`src/rtl/dice_pkg.sv`:
```
// -----------------------------------------------------------------------------
// dice_pkg
// Shared constants and types for the DreiMann dice turn sequencer.
//   DIE_W      width of a die value
//   DIE_MIN    lowest legal die face
//   DIE_MAX    highest legal die face
//   DREI_FACE  face that makes the roller the Dreimann
//   seq_state_e turn FSM states
//   die_valid() true when a running die value shows a legal face
// -----------------------------------------------------------------------------
package dice_pkg;

    localparam int unsigned DIE_W = 3;

    localparam logic [DIE_W-1:0] DIE_MIN   = DIE_W'(1);
    localparam logic [DIE_W-1:0] DIE_MAX   = DIE_W'(6);
    localparam logic [DIE_W-1:0] DREI_FACE = DIE_W'(3);

    typedef enum logic [1:0] {
        StWait    = 2'd0,
        StCapture = 2'd1,
        StShow    = 2'd2,
        StAdvance = 2'd3
    } seq_state_e;

    // The free-running counters briefly pass through 0 and 7; those are not faces.
    function automatic logic die_valid(input logic [DIE_W-1:0] v);
        return (v >= DIE_MIN) && (v <= DIE_MAX);
    endfunction

endpackage

```
`src/rtl/rise_detect.sv`:
```
// -----------------------------------------------------------------------------
// rise_detect
// Registers a level vector every cycle and flags bits that went 0 -> 1.
//   clk_i   clock
//   rst_ni  asynchronous active-low reset (history cleared to 0)
//   d_i     level inputs, already synchronised
//   rise_o  d_i & ~previous d_i
// -----------------------------------------------------------------------------
module rise_detect #(
    parameter int unsigned Width = 1
) (
    input  logic             clk_i,
    input  logic             rst_ni,
    input  logic [Width-1:0] d_i,
    output logic [Width-1:0] rise_o
);

    logic [Width-1:0] d_q;

    always_ff @(posedge clk_i or negedge rst_ni) begin
        if (!rst_ni) begin
            d_q <= '0;
        end else begin
            d_q <= d_i;
        end
    end

    assign rise_o = d_i & ~d_q;

endmodule

```
`src/rtl/dice_turn_sequencer.sv`:
```
// -----------------------------------------------------------------------------
// dice_turn_sequencer
// Turn controller for the two-dice DreiMann game. Accepts a roll only from the
// active player, captures both running dice, holds the result for a display
// window, then passes the turn on (or keeps it on doubles). Tracks the
// current Dreimann holder.
//   clk             clock
//   rst_n           asynchronous active-low reset
//   roll_req        per-player roll buttons (synchronised levels)
//   running_a/b     free-running die values
//   dice_a/b        captured dice, held until the next capture
//   active_player   player whose turn it is
//   drei_mann       current Dreimann holder
//   drei_mann_valid a Dreimann has been assigned
//   pasch           last captured roll was doubles
//   result_valid    one-cycle pulse after a capture
//   busy            turn in progress (not waiting for a button)
// -----------------------------------------------------------------------------
module dice_turn_sequencer
    import dice_pkg::*;
#(
    parameter int unsigned NUM_PLAYERS = 3,
    parameter int unsigned PLAYER_W    = 2,
    parameter int unsigned SHOW_CYCLES = 4
) (
    input  logic                   clk,
    input  logic                   rst_n,
    input  logic [NUM_PLAYERS-1:0] roll_req,
    input  logic [DIE_W-1:0]       running_a,
    input  logic [DIE_W-1:0]       running_b,
    output logic [DIE_W-1:0]       dice_a,
    output logic [DIE_W-1:0]       dice_b,
    output logic [PLAYER_W-1:0]    active_player,
    output logic [PLAYER_W-1:0]    drei_mann,
    output logic                   drei_mann_valid,
    output logic                   pasch,
    output logic                   result_valid,
    output logic                   busy
);

    localparam int unsigned CntW = (SHOW_CYCLES > 1) ? $clog2(SHOW_CYCLES) : 1;
    localparam logic [CntW-1:0]     CntLoad    = CntW'(SHOW_CYCLES - 1);
    localparam logic [PLAYER_W-1:0] LastPlayer = PLAYER_W'(NUM_PLAYERS - 1);

    // -------------------------------------------------------------------------
    // Button edge detection
    // -------------------------------------------------------------------------
    logic [NUM_PLAYERS-1:0] rise;

    rise_detect #(
        .Width (NUM_PLAYERS)
    ) u_rise_detect (
        .clk_i  (clk),
        .rst_ni (rst_n),
        .d_i    (roll_req),
        .rise_o (rise)
    );

    // -------------------------------------------------------------------------
    // State
    // -------------------------------------------------------------------------
    seq_state_e          state_q, state_d;
    logic [CntW-1:0]     cnt_q, cnt_d;
    logic [DIE_W-1:0]    dice_a_q, dice_b_q;
    logic                pasch_q;
    logic                result_valid_q;
    logic [PLAYER_W-1:0] active_q;
    logic [PLAYER_W-1:0] drei_q;
    logic                drei_valid_q;

    logic dice_ok;
    logic has_drei;
    logic capture_en;
    logic advance_en;
    logic busy_int;

    assign dice_ok  = die_valid(running_a) && die_valid(running_b);
    assign has_drei = (running_a == DREI_FACE) || (running_b == DREI_FACE);

    // FSM state register
    always_ff @(posedge clk or negedge rst_n) begin
        if (!rst_n) begin
            state_q <= StWait;
            cnt_q   <= '0;
        end else begin
            state_q <= state_d;
            cnt_q   <= cnt_d;
        end
    end

    // FSM next-state logic
    always_comb begin
        state_d = state_q;
        cnt_d   = cnt_q;
        unique case (state_q)
            StWait: begin
                // Only the active player's fresh press counts.
                if (rise[active_q]) begin
                    state_d = StCapture;
                end
            end
            StCapture: begin
                // Counters showing 0 or 7 are re-sampled next cycle.
                if (dice_ok) begin
                    state_d = StShow;
                    cnt_d   = CntLoad;
                end
            end
            StShow: begin
                if (cnt_q == '0) begin
                    state_d = StAdvance;
                end else begin
                    cnt_d = cnt_q - CntW'(1);
                end
            end
            StAdvance: begin
                state_d = StWait;
            end
            default: begin
                state_d = StWait;
            end
        endcase
    end

    // FSM output decode
    always_comb begin
        capture_en = 1'b0;
        advance_en = 1'b0;
        busy_int   = 1'b1;
        unique case (state_q)
            StWait:    busy_int   = 1'b0;
            StCapture: capture_en = dice_ok;
            StShow:    capture_en = 1'b0;
            StAdvance: advance_en = 1'b1;
            default:   busy_int   = 1'b0;
        endcase
    end

    // -------------------------------------------------------------------------
    // Result and turn datapath
    // -------------------------------------------------------------------------
    always_ff @(posedge clk or negedge rst_n) begin
        if (!rst_n) begin
            dice_a_q       <= '0;
            dice_b_q       <= '0;
            pasch_q        <= 1'b0;
            result_valid_q <= 1'b0;
            active_q       <= '0;
            drei_q         <= '0;
            drei_valid_q   <= 1'b0;
        end else begin
            result_valid_q <= capture_en;
            if (capture_en) begin
                dice_a_q <= running_a;
                dice_b_q <= running_b;
                pasch_q  <= (running_a == running_b);
                if (has_drei) begin
                    drei_q       <= active_q;
                    drei_valid_q <= 1'b1;
                end
            end
            // Doubles keep the turn with the same player.
            if (advance_en && !pasch_q) begin
                if (active_q == LastPlayer) begin
                    active_q <= '0;
                end else begin
                    active_q <= active_q + PLAYER_W'(1);
                end
            end
        end
    end

    assign dice_a          = dice_a_q;
    assign dice_b          = dice_b_q;
    assign pasch           = pasch_q;
    assign result_valid    = result_valid_q;
    assign active_player   = active_q;
    assign drei_mann       = drei_q;
    assign drei_mann_valid = drei_valid_q;
    assign busy            = busy_int;

endmodule

```
`config.mk`:
```
export PLATFORM = sky130hd
export DESIGN_NAME = dice_turn_sequencer
export DESIGN_NICKNAME = d
export VERILOG_FILES = /design/src/rtl/dice_pkg.sv /design/src/rtl/rise_detect.sv /design/src/rtl/dice_turn_sequencer.sv
export SDC_FILE = /design/constraint.sdc
export NUM_CORES = 1
export LEC_CHECK = 0
export CORE_MARGIN = 10
export CORE_UTILIZATION = 33
export DETAILED_ROUTE_END_ITERATION = 7
export PLACE_DENSITY_LB_ADDON = 0.1
export SETUP_SLACK_MARGIN = 0.4
export SYNTH_ARGS = -nofsm -noshare
export SYNTH_HDL_FRONTEND = slang
export SYNTH_SLANG_ARGS = --single-unit
```
`constraint.sdc`:
```
create_clock -name clk -period 1.6 [get_ports clk]
set_input_delay 0.32 -clock clk [delete_from_list [all_inputs] [get_ports clk]]
set_output_delay 0.32 -clock clk [all_outputs]
set_load 0.02 [all_outputs]
```
==> results.toml, run 1 <==
[yosys]
synth_top_cells_by_count = "dfrtp_1 (20), inv_1 (8), mux2_2 (8)"
async_reset_ff_share_pct = 100
synth_fa_ha_area_share_pct = 6.26
synth_cells = 81
avgSynthCellArea_um2 = 12.3
ys.flop_type = "dfrtp_1"
synth_area_leader_cell = "dfrtp_1"
yosysTopAreaCellShare_pct = 50.1
seq_area_frac_synth_pct = 50.1
yosys.area_share.simple_pct = 15.8
synth_xor_area_share_pct = 2.63
synth_top_family_by_area = "simple AND/OR/NAND/NOR gates"
yosysWarningCount = 0
syn-num-nets = 97
ys_seq_elements = 20
syn_area_um2 = 1000
synth_compound_area_share_pct = 10.3
yosys-top-cells-area = "dfrtp_1 (50%), mux2_2 (9.0%), ha_1 (6.3%), inv_1 (3.0%), mux2_4 (3.0%)"
synth_edf_count = 0
synthMuxAreaShare_pct = 12.0
synth.distinct_cells = 30
synth.most_common_cell = "dfrtp_1"

[global_route]
grt_pass1_vias = 862
antenna_found_initial = 0
grt_pass1_wl_mm = 3.97
grt_use_total_pct = 9.15
grt_start_max_net_pins = 21
grt_overflow = 0

[route]
drt_wl_total_mm = 2.35
vias_per_cell = 4.79
initialDrtViolationCount = 26
drc = 0
antenna_left = 0
vias = 809
first_pass_iters = 4
wl_per_cell_um = 13.9

[cts]
clk_pin_slew_ps = 110
cts_sinks = 20
clockBufferDepth = 2
worstSkewPairLatency_ps = 300
cts_root_buf = "clkbuf_4"
cts_tree = "yes"
htreeDepth = 1
cts-buffers-inserted = 3

[power]
power_density_nw_per_um2 = 1870
p_leak_nw = 0.797
ir_drop_mv = 0.969

[critical_path]
critical_path.top_delay_family = "flip-flops"
start_kind = "register"
end_kind = "register"
critPathMaxStageDelay_ps = 450
path_buf_inv = 2
crit_type = "reg2reg"
cp_max_fo = 3
path_depth = 5
cp.required_ps = 1790
reg2reg_depth = 5
cp_slowest_cell = "dfrtp_2"
worstPathCellList = "inv_4 > ha_4 > buf_4 > a311o_2 > mux2_2"
crit_arrival_ps = 1730

[die]
die_h_um = 75.0
rows = 19
io-pin-count = 25
die_x_um = 75.0
die_area_um2 = 5630
start_util_pct = 35.3
core_area_um2 = 2830

[final_layout]
syn2layout_area_growth_pct = 69.7
layout-drive-gt1-share_pct = 61.6
final_util_pct = 60.0
antenna_cells = 0
final_area_um2 = 1700
fin_nets = 155

[sta]
drv_slew = 0
period_needed_ps = 1540
fin_crit_sh_pct = 96.0
finalHoldViolCount = 0
slew_headroom_pct = 82.5
setup_violations = 0
rsz0062_at_grt = "true"
fmaxAchievable_mhz = 651
worst_slack_ps = 64.7
finClkSkew_ps = 3.45
tightest_slew_ps = 263
holdWs_ps = 344
finalSetupTns_ps = 0

[place]
io_buffers = 24
place_area_um2 = 1470
pre_cts_slack_ps = -413
routabilityCongestion = 0.722
hpwl_mm = 1.73

[outcome]
status = "finished clean"

[job]
cap_violations = 0

[worst_hold_path]
hp-class = "in2async"
-- metal layers --
metal | global-route usage [%] | routed length [um]
met5 | 0 | 0
met4 | 2.52 | 14
met1 | 10.8 | 1010
met2 | 14.5 | 1120
met3 | 4.47 | 202
-- worst paths after layout --
kind	startpoint	to	slack [ps]
worst max register to register	state_q[0]	state_q[1]	60
min in group clk	running_b[1]	dice_b[1]	460
max in group asynchronous	rst_n	active_player[0]	1030
worst min register to register	drei_mann_valid	drei_mann_valid	530
worst max-delay path	state_q[0]	state_q[1]	60
worst min-delay path	rst_n	drei_mann[0]	340
-- area by class of cell --
type                       instances  area, um^2
timing repair buffer              53         505
tap                               31        38.8
sequential                        20         504
fill                             232        1130
clock buffer                       4        36.3
multi-input combinational         53         579
inverter                           8        32.5
-- cell usage in the layout (no fill, tap or decap), types with 2 or more instances in the layout --
master / netlist / routed
buf_4: 0 / 20
buf_6: 0 / 21
clkbuf_4: 0 / 3
clkdlybuf4s50_1: 0 / 4
dfrtp_1: 20 / 17
dfrtp_2: 0 / 3
dlygate4sd2_1: 0 / 5
ha_4: 0 / 3
inv_1: 8 / 3
inv_2: 0 / 4
mux2_2: 8 / 7
mux2_4: 2 / 3
nand2_1: 4 / 4
nand2b_4: 1 / 2
nand3_1: 4 / 4
nor2_1: 4 / 3
xor2_1: 3 / 3
-- sequential cells by signal, indices dropped and copies added, names as in the netlist --
signal             flops
dice_b                 3
pasch                  1
state_q                2
cnt_q                  2
dice_a                 3
result_valid           1
active_player          2
drei_mann              2
drei_mann_valid        1
u_rise_detect.d_q      3
-- per-stage QoR --
| step | total power, mW | std cells |
|---|---|---|
| after global placement | 2.42 | 157 |
| final | 3.16 | 169 |
| after detailed placement | 2.44 | 157 |
| after floorplan | 1.68 | 81 |
| after CTS | 2.73 | 164 |
| after global routing | 3.41 | 169 |
-- logic make-up after synthesis --
logic type	Yosys count
adders and majority gates	5
DFF	20
AOI/OAI and AO/OA	11
buffers and inverters	8
and+or+nand+nor	24
xor gates and xnor gates	3
muxes	10
-- what timing repair did --
action,in CTS,in global routing
gates cloned,0,0
pin swaps,4,5
gates resized for setup,73,47
setup buffers,3,5
hold buffers,0,0
setup endpoints to repair,30,31
-- report_power, final --
group	internal, mW	switching, mW	leakage, nW
Clock	0.139	0.155	0.0210
Combinational	1.14	0.830	0.542
Sequential	0.725	0.172	0.234
Total	2.01	1.16	0.797
No activity file was read; power rests on OpenSTA's default activity.
==> inputs of run 2 (changes only) <==
CORE_MARGIN = 4   (was 10)
==> run 2 against run 1 <==
Sequential power fell by 1%. Power down 8.1%. Non-clock buffer count fell by 3. Utilization decreased by 4.6 points. Clock-buffer cell count unchanged. Clock power shrank 14%. Global-route usage rose by 3.0 points. Wire length decreased by 5.6%. First-iteration DRC count down 27%.
==> results.toml, run 2 (synthesis results as in run 1) <==
[outcome]
status = "finished clean"

[critical_path]
r2r_slack_ps = 70
path_buf_inv = 1
start_kind = "register"
startpoint = "state_q[1]"
critical_path.top_delay_family = "flip-flops"
reg2reg_depth = 5
end_kind = "register"
r2r_end = "state_q[1]"
crit_type = "reg2reg"
cp.required_ps = 1800
cp_max_fo = 3
cp_slowest_cell = "dfrtp_1"
worstPathCellList = "buf_4 > ha_2 > nor2b_4 > a311o_2 > mux2_2"
path_depth = 5
crit_path_end = "state_q[1]"
r2r_start = "state_q[1]"
critPathMaxStageDelay_ps = 400
crit_arrival_ps = 1730

[global_route]
grt_pass1_wl_mm = 3.73
grt_use_total_pct = 12.1
grt_pass1_vias = 818
antenna_found_initial = 0
grt_start_max_net_pins = 21
grt_overflow = 0

[power]
power_mw = 2.91
p_leak_nw = 0.744
ir_drop_mv = 0.943
power_density_nw_per_um2 = 1860

[die]
die_x_um = 63.0
io-pin-count = 25
core_area_um2 = 2830
die_area_um2 = 3970
rows = 19
start_util_pct = 35.3
die_h_um = 63.0

[cts]
cts_root_buf = "clkbuf_4"
clockBufferDepth = 2
htreeDepth = 1
clk_pin_slew_ps = 120
cts-buffers-inserted = 3
hold_buffers = 0
worstSkewPairLatency_ps = 300
cts_sinks = 20
cts_tree = "yes"

[route]
initialDrtViolationCount = 19
vias_per_cell = 4.81
drt_wl_total_mm = 2.22
wl_per_cell_um = 13.4
first_pass_iters = 2
drc = 0
antenna_left = 0
vias = 798

[final_layout]
antenna_cells = 0
layout-drive-gt1-share_pct = 55.6
final_common_cell = "buf_4"
final_util_pct = 55.4
fin_nets = 152
final_cell_mix = "buf_4 (25), dfrtp_1 (18), buf_6 (12), mux2_2 (7), inv_1 (6)"
syn2layout_area_growth_pct = 56.7

[place]
io_buffers = 24
hpwl_mm = 1.67
routabilityCongestion = 0.736

[sta]
fmaxAchievable_mhz = 653
rsz0062_at_grt = "true"
fin_crit_sh_pct = 95.6
slew_headroom_pct = 79.4
finalHoldViolCount = 0
period_needed_ps = 1530
setup_violations = 0
tightest_slew_ps = 307
drv_slew = 0
finClkSkew_ps = 4.78

[worst_hold_path]
hp-class = "in2async"

[job]
cap_violations = 0
-- run 2: cell count changes in the layout (fill, tap and decap cells not counted), sizes merged --
cell  previous run  this run
buf             43        40
-- run 2: area by class of cell --
cell class | instances | area (um^2)
fill | 241 | 1260
multi-input combinational | 53 | 522
sequential | 20 | 503
timing repair buffer | 50 | 447
tap | 31 | 38.8
inverter | 8 | 30.0
clock buffer | 4 | 26.3
-- run 2: worst min-delay path by stage --
stage	from	slack [ps]	to
4_1_cts	rst_n	340	u_rise_detect.d_q[2]
2_1_floorplan	rst_n	20	active_player[0]
3_3_place_gp	drei_mann_valid	450	drei_mann_valid
5_1_grt	rst_n	350	u_rise_detect.d_q[2]
6_report	rst_n	340	u_rise_detect.d_q[2]
3_5_place_dp	drei_mann_valid	460	drei_mann_valid
-- run 2: through the flow --
stage                     setup slack (ps)  hold slack [ps]  cells  TNS, ps  cell area (um^2)
final                                 69.8              342    166        0              1570
after global routing                -0.369              352    166   -0.369              1570
after CTS                             75.5              344    162        0              1460
after detailed placement              -413              455    154    -4620              1450
after global placement                -375              451    154    -4200              1450
after floorplan                       93.3             24.4     81        0              1020
-- run 2: what timing repair did --
| action | 4_1_cts | 5_1_grt |
|---|---|---|
| buffers inserted | 4 | 4 |
| pin swaps | 4 | 0 |
| gates cloned | 0 | 0 |
| setup endpoints to repair | 30 | 29 |
| gates resized for setup | 71 | 27 |
-- run 2: per-layer routing --
metal / vias up / track usage [%] / part of all wire, % / wire (um)
met5: - / 0 / 0 / 0
met4: 0 / 4.13 / 0.86 / 19
li1: 397 / - / - / -
met2: 16 / 19.6 / 48 / 1060
met1: 383 / 14.9 / 46 / 1030
met3: 2 / 4.14 / 5.0 / 111
-- run 2: where the power goes --
part | internal, mW | switching [mW] | total [mW]
registers | 0.722 | 0.164 | 0.886
logic | 1.02 | 0.752 | 1.77
clock network | 0.0971 | 0.157 | 0.254
total | 1.83 | 1.07 | 2.91
